File: src/rtl/hit_pkg.sv
// Shared types and constants for the pad hit event queue.
// Event layout and drop counter limit.
package hit_pkg;

  localparam int NUM_PADS = 4;
  localparam int TS_WIDTH = 24;
  localparam int DROP_MAX = 255;

  typedef struct packed {
    logic [NUM_PADS-1:0] mask;
    logic [TS_WIDTH-1:0] tstamp;
  } hit_event_t;

endpackage

File: src/rtl/hit_event_queue_sync_fifo.sv
// Show-ahead synchronous FIFO with a registered head word.
// Head holds its last value while the FIFO is empty.
module sync_fifo #(
  parameter int WIDTH = 8,
  parameter int DEPTH = 16
) (
  input  logic                     clk,
  input  logic                     reset,
  input  logic                     wr_en,
  input  logic [WIDTH-1:0]         din,
  input  logic                     rd_en,
  output logic [WIDTH-1:0]         dout,
  output logic                     full,
  output logic                     empty,
  output logic [$clog2(DEPTH):0]   count
);

  localparam int PW = $clog2(DEPTH);
  localparam int CW = PW + 1;

  logic [WIDTH-1:0] mem [DEPTH];
  logic [PW-1:0]    wptr;
  logic [PW-1:0]    rptr;
  logic [PW-1:0]    rnext;
  logic             do_wr;
  logic             do_rd;

  assign empty = (count == '0);
  assign full  = (count == CW'(DEPTH));
  assign do_rd = rd_en && !empty;
  assign do_wr = wr_en && (!full || do_rd);
  assign rnext = rptr + PW'(1);

  always_ff @(posedge clk) begin
    if (do_wr)
      mem[wptr] <= din;
  end

  always_ff @(posedge clk) begin
    if (reset) begin
      wptr  <= '0;
      rptr  <= '0;
      count <= '0;
      dout  <= '0;
    end else begin
      if (do_wr)
        wptr <= wptr + PW'(1);
      if (do_rd)
        rptr <= rnext;
      unique case ({do_wr, do_rd})
        2'b10:   count <= count + CW'(1);
        2'b01:   count <= count - CW'(1);
        default: count <= count;
      endcase
      // Next head comes from memory unless the popped entry was the last one
      if (do_rd) begin
        if (count > CW'(1))
          dout <= mem[rnext];
        else if (do_wr)
          dout <= din;
      end else if (do_wr && empty) begin
        dout <= din;
      end
    end
  end

endmodule

File: src/rtl/hit_event_queue.sv
// Timestamps merged pad hits against a tick counter
// and queues them for a slower consumer.
module hit_event_queue
  import hit_pkg::*;
#(
  parameter int NUM_PADS    = hit_pkg::NUM_PADS,
  parameter int TS_WIDTH    = hit_pkg::TS_WIDTH,
  parameter int CLK_FREQ    = 48000000,
  parameter int TICK_CYCLES = CLK_FREQ / 1000,
  parameter int DEPTH       = 16
) (
  input  logic                     clk,
  input  logic                     reset,
  input  logic [NUM_PADS-1:0]      hit_pulse,
  input  logic                     rd_en,
  input  logic                     clr_ovf,
  output logic                     evt_valid,
  output logic [NUM_PADS-1:0]      evt_mask,
  output logic [TS_WIDTH-1:0]      evt_time,
  output logic [TS_WIDTH-1:0]      now_time,
  output logic [$clog2(DEPTH):0]   fill_level,
  output logic                     overflow,
  output logic [7:0]               drop_count
);

  localparam int PSW = $clog2(TICK_CYCLES);
  localparam int EW  = NUM_PADS + TS_WIDTH;

  logic [PSW-1:0] prescaler;
  logic           wr;
  logic           drop;
  logic           full;
  logic           empty;
  logic [EW-1:0]  head;

  always_ff @(posedge clk) begin
    if (reset) begin
      prescaler <= '0;
      now_time  <= '0;
    end else if (prescaler == PSW'(TICK_CYCLES - 1)) begin
      prescaler <= '0;
      now_time  <= now_time + TS_WIDTH'(1);
    end else begin
      prescaler <= prescaler + PSW'(1);
    end
  end

  assign wr   = |hit_pulse;
  // Full implies non-empty, so a same-cycle pop always frees a slot
  assign drop = wr && full && !rd_en;

  sync_fifo #(
    .WIDTH (EW),
    .DEPTH (DEPTH)
  ) u_fifo (
    .clk   (clk),
    .reset (reset),
    .wr_en (wr),
    .din   ({hit_pulse, now_time}),
    .rd_en (rd_en),
    .dout  (head),
    .full  (full),
    .empty (empty),
    .count (fill_level)
  );

  assign evt_valid = !empty;
  assign {evt_mask, evt_time} = head;

  always_ff @(posedge clk) begin
    if (reset) begin
      overflow   <= 1'b0;
      drop_count <= '0;
    end else if (drop) begin
      overflow <= 1'b1;
      if (clr_ovf)
        drop_count <= 8'd1;
      else if (drop_count != 8'(DROP_MAX))
        drop_count <= drop_count + 8'd1;
    end else if (clr_ovf) begin
      overflow   <= 1'b0;
      drop_count <= '0;
    end
  end

endmodule

File: config.mk
export PLATFORM = sky130hd
export DESIGN_NAME = hit_event_queue
export DESIGN_NICKNAME = d
export VERILOG_FILES = /design/src/rtl/hit_pkg.sv /design/src/rtl/hit_event_queue_sync_fifo.sv /design/src/rtl/hit_event_queue.sv
export SDC_FILE = /design/constraint.sdc
export NUM_CORES = 1
export LEC_CHECK = 0
export ABC_AREA = 1
export CAP_MARGIN = 20
export CORE_MARGIN = 10
export CORE_UTILIZATION = 58
export CTS_BUF_LIST = sky130_fd_sc_hd__clkbuf_16
export DETAILED_ROUTE_END_ITERATION = 16
export PLACE_DENSITY = 0.79
export SLEW_MARGIN = 20
export SYNTH_ARGS = -nofsm -noshare
export SYNTH_HDL_FRONTEND = slang
export SYNTH_SLANG_ARGS = --single-unit
File: constraint.sdc
create_clock -name clk -period 4 [get_ports clk]
set_input_delay 0.8 -clock clk [delete_from_list [all_inputs] [get_ports clk]]
set_output_delay 0.8 -clock clk [all_outputs]
set_load 0.01 [all_outputs]
==> impl_metrics.csv, run 1 <==
group,metric,value,unit
status,status,"complete, no violations",
finish,fin_util,67.6,%
sta,setup_viol,0,
synthesis,synth_commonest_cells,"448 x edfxtp_1, 373 x nand2_1, 326 x nor2_1",
synthesis,netlist.area_leader.share,59.0,%
clock_network,cts_tree,"done",
critical_path,critPathLaunchType,"flop",
clock_network,cts_root_buffer,"clkbuf_16",
finish,instances_no_fill,2832,
finish,stdcell_area,0.0262,sq mm
global_routing,grt_first_pass_wirelength,96.2,mm
synthesis,ys_types,38,
synthesis,yosys_warnings,0,
power,p_leak,9.59,nW
critical_path,reg2reg_depth,8,
finish,syn_to_final_growth,14.7,%
synthesis,synth_enable_flop_cells,448,
critical_path,criticalPathCategory,"reg2reg",
place,dp.cells,2732,
floorplan,initial_core_util,58.9,%
route,first_iter_violations,2149,
finish,drive_above_1_share,7.70,%
sta,setup_ws,1.00,ns
clock_network,postCtsSetupRepairBufs,0,
place,dpl.hpwl,40.0,mm
sta,rsz0062_at_grt,"no",
finish,nNetsFinal,2290,
floorplan,die-area,0.0477,sq mm
synthesis,ys_seq_area_share,66.8,%
place,place_ws,1.02,ns
place,gp_congestion,0.939,
worst_hold_path,min_to,"prescaler[0]",
global_routing,grt_max_degree,154,
synthesis,synth_area_leaders,"edfxtp_1 59%, dfxtp_1 7.9%, nand2_1 6.1%",
clock_network,hold_buffers,0,
route,dr_total_vias,16900,
flow_run,drv_cap,0,
critical_path,worstReg2RegStart,"u_fifo.rptr[0]",
critical_path,end_kind,"flop",
route,via_per_inst,5.95,
synthesis,ys_ff_latch,538,
sta,slew_headroom,28.9,%
critical_path,crit_fanout,50,
route,drc,0,
synthesis,synthesis.nets,2203,
power,ir_drop,0.000451,V
global_routing,grt_pass1_vias,16200,
floorplan,num_rows,72,
synthesis,synth_top_area_cell,"edfxtp_1",
finish,regArea,0.0153,sq mm
worst_hold_path,hold_path.class,"reg2reg",
clock_network,clkLatencyLatePin,0.59,ns
floorplan,die_x,218,um
sta,period_share,75.0,%
clock_network,htree_levels,2,
worst_hold_path,hp-start,"prescaler[0]",
place,place_area,0.0245,sq mm
synthesis,netlist_instances,2183,
route,ant_nets,0,
clock_network,cts_buffers,54,
floorplan,core-area,0.0387,sq mm
route,first_pass_iters,6,
clock_network,cts_resized,0,
critical_path,cp.arrival,3.42,ns
route,finalWirelength,63.7,mm
worst_hold_path,hold_path_depth,1,
critical_path,required,4.42,ns
sta,tns,0,ns
floorplan,die_h,218,um
sta,maxSlewViolCount,0,
synthesis,syn_avg_cell_area,10.5,sq um
clock_network,clkSinkCount,538,
finish,n_fill_cell,2786,
clock_network,clockBufferDepth,3,
floorplan,ios,75,
global_routing,grt_usage,26.4,%
sta,post-route-min-period,3.00,ns
synthesis,synth_ff_type,"edfxtp_1",
sta,timing.fmax,333,MHz
place,portBuffers,74,
synthesis,syn_area,0.0228,sq mm
synthesis,yosysMostFrequentCell,"edfxtp_1",
critical_path,r2r_slack,1.0,ns
sta,skew,0.0205,ns
synthesis,synthArstFlopShare,0,%
clock_network,clk_pin_slew,0.06,ns
global_routing,antenna_found_initial,0,
power,p_per_area,553,mW/mm^2
finish,multi_input_area,0.00645,sq mm
global_routing,grt_overflow,0,
sta,tightestPinTransition,1.06,ns
route,post_drt_wl_per_cell,22.5,um
sta,finalHoldViolations,0,
critical_path,r2r-end,"u_fifo.dout[15]",
[power by group]
part           switching [W]  internal, W  total, W  leakage (nW)
clock                0.00206      0.00266   0.00472         0.851
sequential          0.000132      0.00620   0.00633          4.95
combinational        0.00240      0.00102   0.00342          3.79
[worst max-delay path, cell delays in order (launching register included)]
cell	delay, ns
dfxtp_4	0.73
ha_2	0.38
xor2_4	0.83
buf_4	0.36
nand3_1	0.10
nand3_1	0.18
nand2_1	0.07
nand2_1	0.07
a21oi_1	0.07
[logic make-up (layout without fill, tap and decap cells)]
family	count (synthesis)	after routing	synth area share, %
AOI/OAI and AO/OA	305	305	7.65
xor gates and xnor gates	20	20	0.801
adders and majority gates	12	12	0.658
buffers and inverters	308	437	5.62
DFF	538	538	66.8
other	0	2	0
and+or+nand+nor	1000	1000	18.4
[stage by stage]
step,hold slack (ns),power (W)
2_1_floorplan,0.418,0.00863
3_3_place_gp,0.429,0.00968
3_5_place_dp,0.447,0.00977
4_1_cts,0.461,0.0144
5_1_grt,0.497,0.0150
6_report,0.458,0.0145
[cells in the final DEF (no fill, tap or decap), types with 2 or more instances in the layout]
cell type        count
a21oi_1             68
and3_1               2
xor2_1              14
nand3b_1             3
buf_4               55
xnor2_1              3
clkinv_2             3
nand2_1            373
clkbuf_16           55
nor4_1               2
clkdlybuf4s50_1     73
nand2_4              2
nor2_2               4
clkinv_1            15
nand4_1             10
or2_2                2
buf_12              15
inv_2                4
o211ai_1            84
nor3b_1              3
dfxtp_1             89
nor2_4              16
nor2_1             309
nor3_1               9
nand2_2              3
nand3_1            258
diode_2              2
edfxtp_1           448
inv_4                2
ha_1                11
clkinvlp_4           4
xor2_4               2
bufinv_16            3
o21ai_0            147
inv_1              206
o21ai_1              2
[sequential cells by signal (all words and copies together) (netlist names)]
register      flops
drop_count        8
prescaler        16
u_fifo.count      5
now_time         24
u_fifo.dout      28
u_fifo.rptr       4
overflow          1
u_fifo.mem      448
u_fifo.wptr       4
[worst max path at each step]
stage	from	to	slack [ns]	depth (start not counted)
finish	u_fifo.rptr[0]	u_fifo.dout[15]	1.0	8
global route	u_fifo.rptr[0]	u_fifo.dout[11]	0.92	8
CTS	u_fifo.count[0]	evt_valid	1.04	6
detailed placement	hit_pulse[3]	u_fifo.mem[2][15]	1.02	8
global placement	hit_pulse[3]	u_fifo.mem[2][15]	1.03	8
floorplan	hit_pulse[2]	u_fifo.mem[11][0]	0.99	6
[per-layer routing]
metal,GRT usage (%),vias up,routed length (um)
met5,0,-,0
met2,41.7,1003,29800
met1,34.9,8046,24200
met3,4.45,170,6700
li1,-,7645,-
met4,13.0,0,3040
[area by class of cell]
| class | count | area share (%) |
|---|---|---|
| sequential | 538 | 58.3 |
| clock inverter | 43 | 1.01 |
| inverter | 195 | 2.81 |
| clock buffer | 55 | 5.26 |
| multi-input combinational | 1337 | 24.6 |
| timing repair buffer | 144 | 5.53 |
| antenna | 2 | 0.0191 |
| tap | 518 | 2.48 |
(Power assumes the default switching activity.)
==> inputs of run 2 (changes only) <==
--- a/config.mk
+++ b/config.mk
@@ -8,7 +8,7 @@
 export ABC_AREA = 1
 export CAP_MARGIN = 20
 export CORE_MARGIN = 10
-export CORE_UTILIZATION = 58
+export CORE_UTILIZATION = 55
 export CTS_BUF_LIST = sky130_fd_sc_hd__clkbuf_16
 export DETAILED_ROUTE_END_ITERATION = 16
 export PLACE_DENSITY = 0.79
==> constraint.sdc (replaced) <==
create_clock -name clk -period 2.6 [get_ports clk]
set_input_delay 0.52 -clock clk [delete_from_list [all_inputs] [get_ports clk]]
set_output_delay 0.52 -clock clk [all_outputs]
set_load 0.01 [all_outputs]
==> run 2 against run 1 <==
  * Hold slack about the same
  * Non-clock buffer count up 17
  * Global-route usage shrank 2.6 points
  * Cell area up 1.6%
  * Combinational power rose by 61%
  * Clock power is 51% higher
  * Critical path depth fell by 7
  * Clock-buffer cell count unchanged
  * First-iteration DRC count is 1.6% higher
  * Critical path type is now reg2out
  * Highest routed layer unchanged
==> impl_metrics.csv, run 2 (synthesis gave the netlist of run 1 again) <==
group,metric,value,unit
status,status,"complete, no violations",
critical_path,critical_path.max_stage_delay,0.70,ns
floorplan,initial_core_util,55.8,%
worst_hold_path,hp-start,"prescaler[0]",
finish,top_register,"u_fifo.mem",
global_routing,antenna_found_initial,0,
critical_path,worstPathCellList,"clkdlybuf4s50_1",
global_routing,grt_usage,23.8,%
sta,setup_ws,0.131,ns
power,power.internal,0.0153,W
finish,n_fill_cell,2989,
finish,instances_no_fill,2861,
power,p_leak,9.75,nW
route,drc,0,
global_routing,grt_pass1_vias,16300,
critical_path,r2r_slack,0.37,ns
critical_path,cp-endpoint,"now_time[20]",
route,first_pass_iters,6,
route,finalWirelength,61.1,mm
critical_path,end_kind,"output pin",
floorplan,die-area,0.0500,sq mm
finish,syn_to_final_growth,16.5,%
clock_network,postCtsSetupRepairBufs,0,
critical_path,worstReg2RegStart,"u_fifo.count[0]",
sta,timing.fmax,405,MHz
sta,setup_viol,0,
critical_path,cp.buffers_inverters,1,
worst_hold_path,hold_path.class,"reg2reg",
global_routing,grt_overflow,0,
finish,final_common_cell,"edfxtp_1",
power,p_per_area,839,mW/mm^2
finish,most-common-layout-cells,"448 x edfxtp_1, 373 x nand2_1, 309 x nor2_1, 258 x nand3_1, 197 x inv_1",
route,via_per_inst,5.87,
clock_network,clkSinkCount,538,
critical_path,crit_fanout,9,
sta,rsz0062_at_grt,"no",
clock_network,clkLatencyLatePin,0.61,ns
power,clockPowerShare,32.0,%
finish,largest_reg_flops,448,
clock_network,clockBufferDepth,3,
floorplan,num_rows,74,
global_routing,grt_max_degree,142,
power,ir_drop,0.000541,V
sta,tightestPinTransition,0.681,ns
place,gp_congestion,0.896,
critical_path,crit_cells,1,
finish,largestRegisters,"u_fifo.mem (448), u_fifo.dout (28), now_time (24)",
flow_run,drv_cap,0,
floorplan,die_h,224,um
critical_path,path_delay_family,"flip-flops",
finish,stdcell_area,0.0266,sq mm
clock_network,htree_levels,2,
clock_network,cts_root_buffer,"clkbuf_16",
global_routing,grt_first_pass_wirelength,93.5,mm
place,portBuffers,74,
sta,post-route-min-period,2.47,ns
sta,maxSlewViolCount,0,
route,post_drt_wl_per_cell,21.4,um
sta,skew,0.0242,ns
place,place_ws,-0.0561,ns
floorplan,ios,75,
sta,finalHoldViolations,0,
route,dr_total_vias,16800,
clock_network,cts_tree,"done",
power,power_frac_seq,43.4,%
power,comb_power_share,24.6,%
critical_path,r2r-end,"u_fifo.mem[11][8]",
power,p_sw_share,31.6,%
floorplan,die_x,224,um
critical_path,criticalPathCategory,"reg2out",
place,dp.cells,2763,
sta,period_share,95.0,%
place,dpl.hpwl,38.6,mm
clock_network,clk_pin_slew,0.06,ns
critical_path,cp.arrival,1.95,ns
critical_path,startpoint,"now_time[20]",
floorplan,core-area,0.0409,sq mm
clock_network,hold_buffers,0,
power,power.switching,0.00706,W
route,first_iter_violations,2183,
critical_path,required,2.08,ns
clock_network,cts_buffers,52,
finish,drive_above_1_share,8.81,%
sta,tns,0,ns
place,place_area,0.0250,sq mm
critical_path,cp_slowest_cell,"dfxtp_1",
critical_path,reg2reg_depth,10,
sta,slew_headroom,54.5,%
finish,nNetsFinal,2305,
route,ant_nets,0,
critical_path,critPathLaunchType,"flop",
[run 2: cell types whose count changed in the layout (fill, tap and decap cells not counted)]
| cell | change |
|---|---|
| clkdlybuf4s50_1 | -1 |
| clkinvlp_4 | -3 |
| clkinv_2 | +9 |
| clkinv_4 | +1 |
| inv_6 | +3 |
| bufinv_16 | -2 |
| dlymetal6s2s_1 | +1 |
| diode_2 | -1 |
| inv_1 | -9 |
| dfxtp_2 | +2 |
| dfxtp_1 | -2 |
| buf_4 | -7 |
| buf_12 | +24 |
[run 2: metal layers]
metal	wire length, um	GRT usage, %	vias to the layer above	part of all wire [%]
li1	-	-	7679	-
met1	23300	31.0	8000	38
met2	29600	40.0	972	48
met3	6060	3.97	155	9.9
met4	2120	7.63	0	3.5
met5	0	0	-	0
[run 2: final cells by class]
class	instances	area, sq um	area share [%]
sequential	538	15300	57.4
multi-input combinational	1337	6450	24.2
timing repair buffer	161	1880	7.07
clock buffer	55	1380	5.18
inverter	195	737	2.77
tap	532	666	2.50
clock inverter	42	228	0.856
antenna	1	2.50	0.00941
[run 2: how the worst min path moves through the flow]
stage                               to  slack (ns)  depth (start not counted)
after global placement    prescaler[0]        0.43                          1
after floorplan           prescaler[0]        0.42                          1
after detailed placement  prescaler[0]        0.46                          1
after CTS                 prescaler[0]        0.47                          1
after global routing      prescaler[0]        0.50                          1
final                     prescaler[0]        0.46                          1
[run 2: worst reg2reg max path: stages (launching register included)]
cell and delay (ns):
dfxtp_2 0.38, inv_1 0.10, ha_1 0.20, inv_1 0.06, nor2_2 0.05, nand3_1 0.08
nand2_1 0.08, inv_1 0.17, nand2_1 0.31, nor2_4 0.21, buf_12 0.25
[run 2: stage by stage]
stage                     power (W)  utilization [%]  hold slack (ns)
after CTS                    0.0223             65.0            0.466
final                        0.0223             65.0            0.458
after detailed placement     0.0153             61.0            0.457
after global placement       0.0151             61.0            0.429
after floorplan              0.0133                -            0.418
after global routing         0.0232             65.0            0.496
[run 2: what timing repair did]
item	in CTS	in global routing
hold endpoints to repair	0	0
endpoints found under the setup margin	1	1
gates resized for setup	2	1
pin swaps	0	0
[run 2: power groups by stage]
stage / Sequential (W) / Clock (W) / Combinational, W
final: 0.00968 / 0.00714 / 0.00550
after global routing: 0.00971 / 0.00752 / 0.00601
after CTS: 0.00968 / 0.00716 / 0.00546
after detailed placement: 0.00986 / 0 / 0.00542
after global placement: 0.00985 / 0 / 0.00527
after floorplan: 0.00984 / 0 / 0.00344
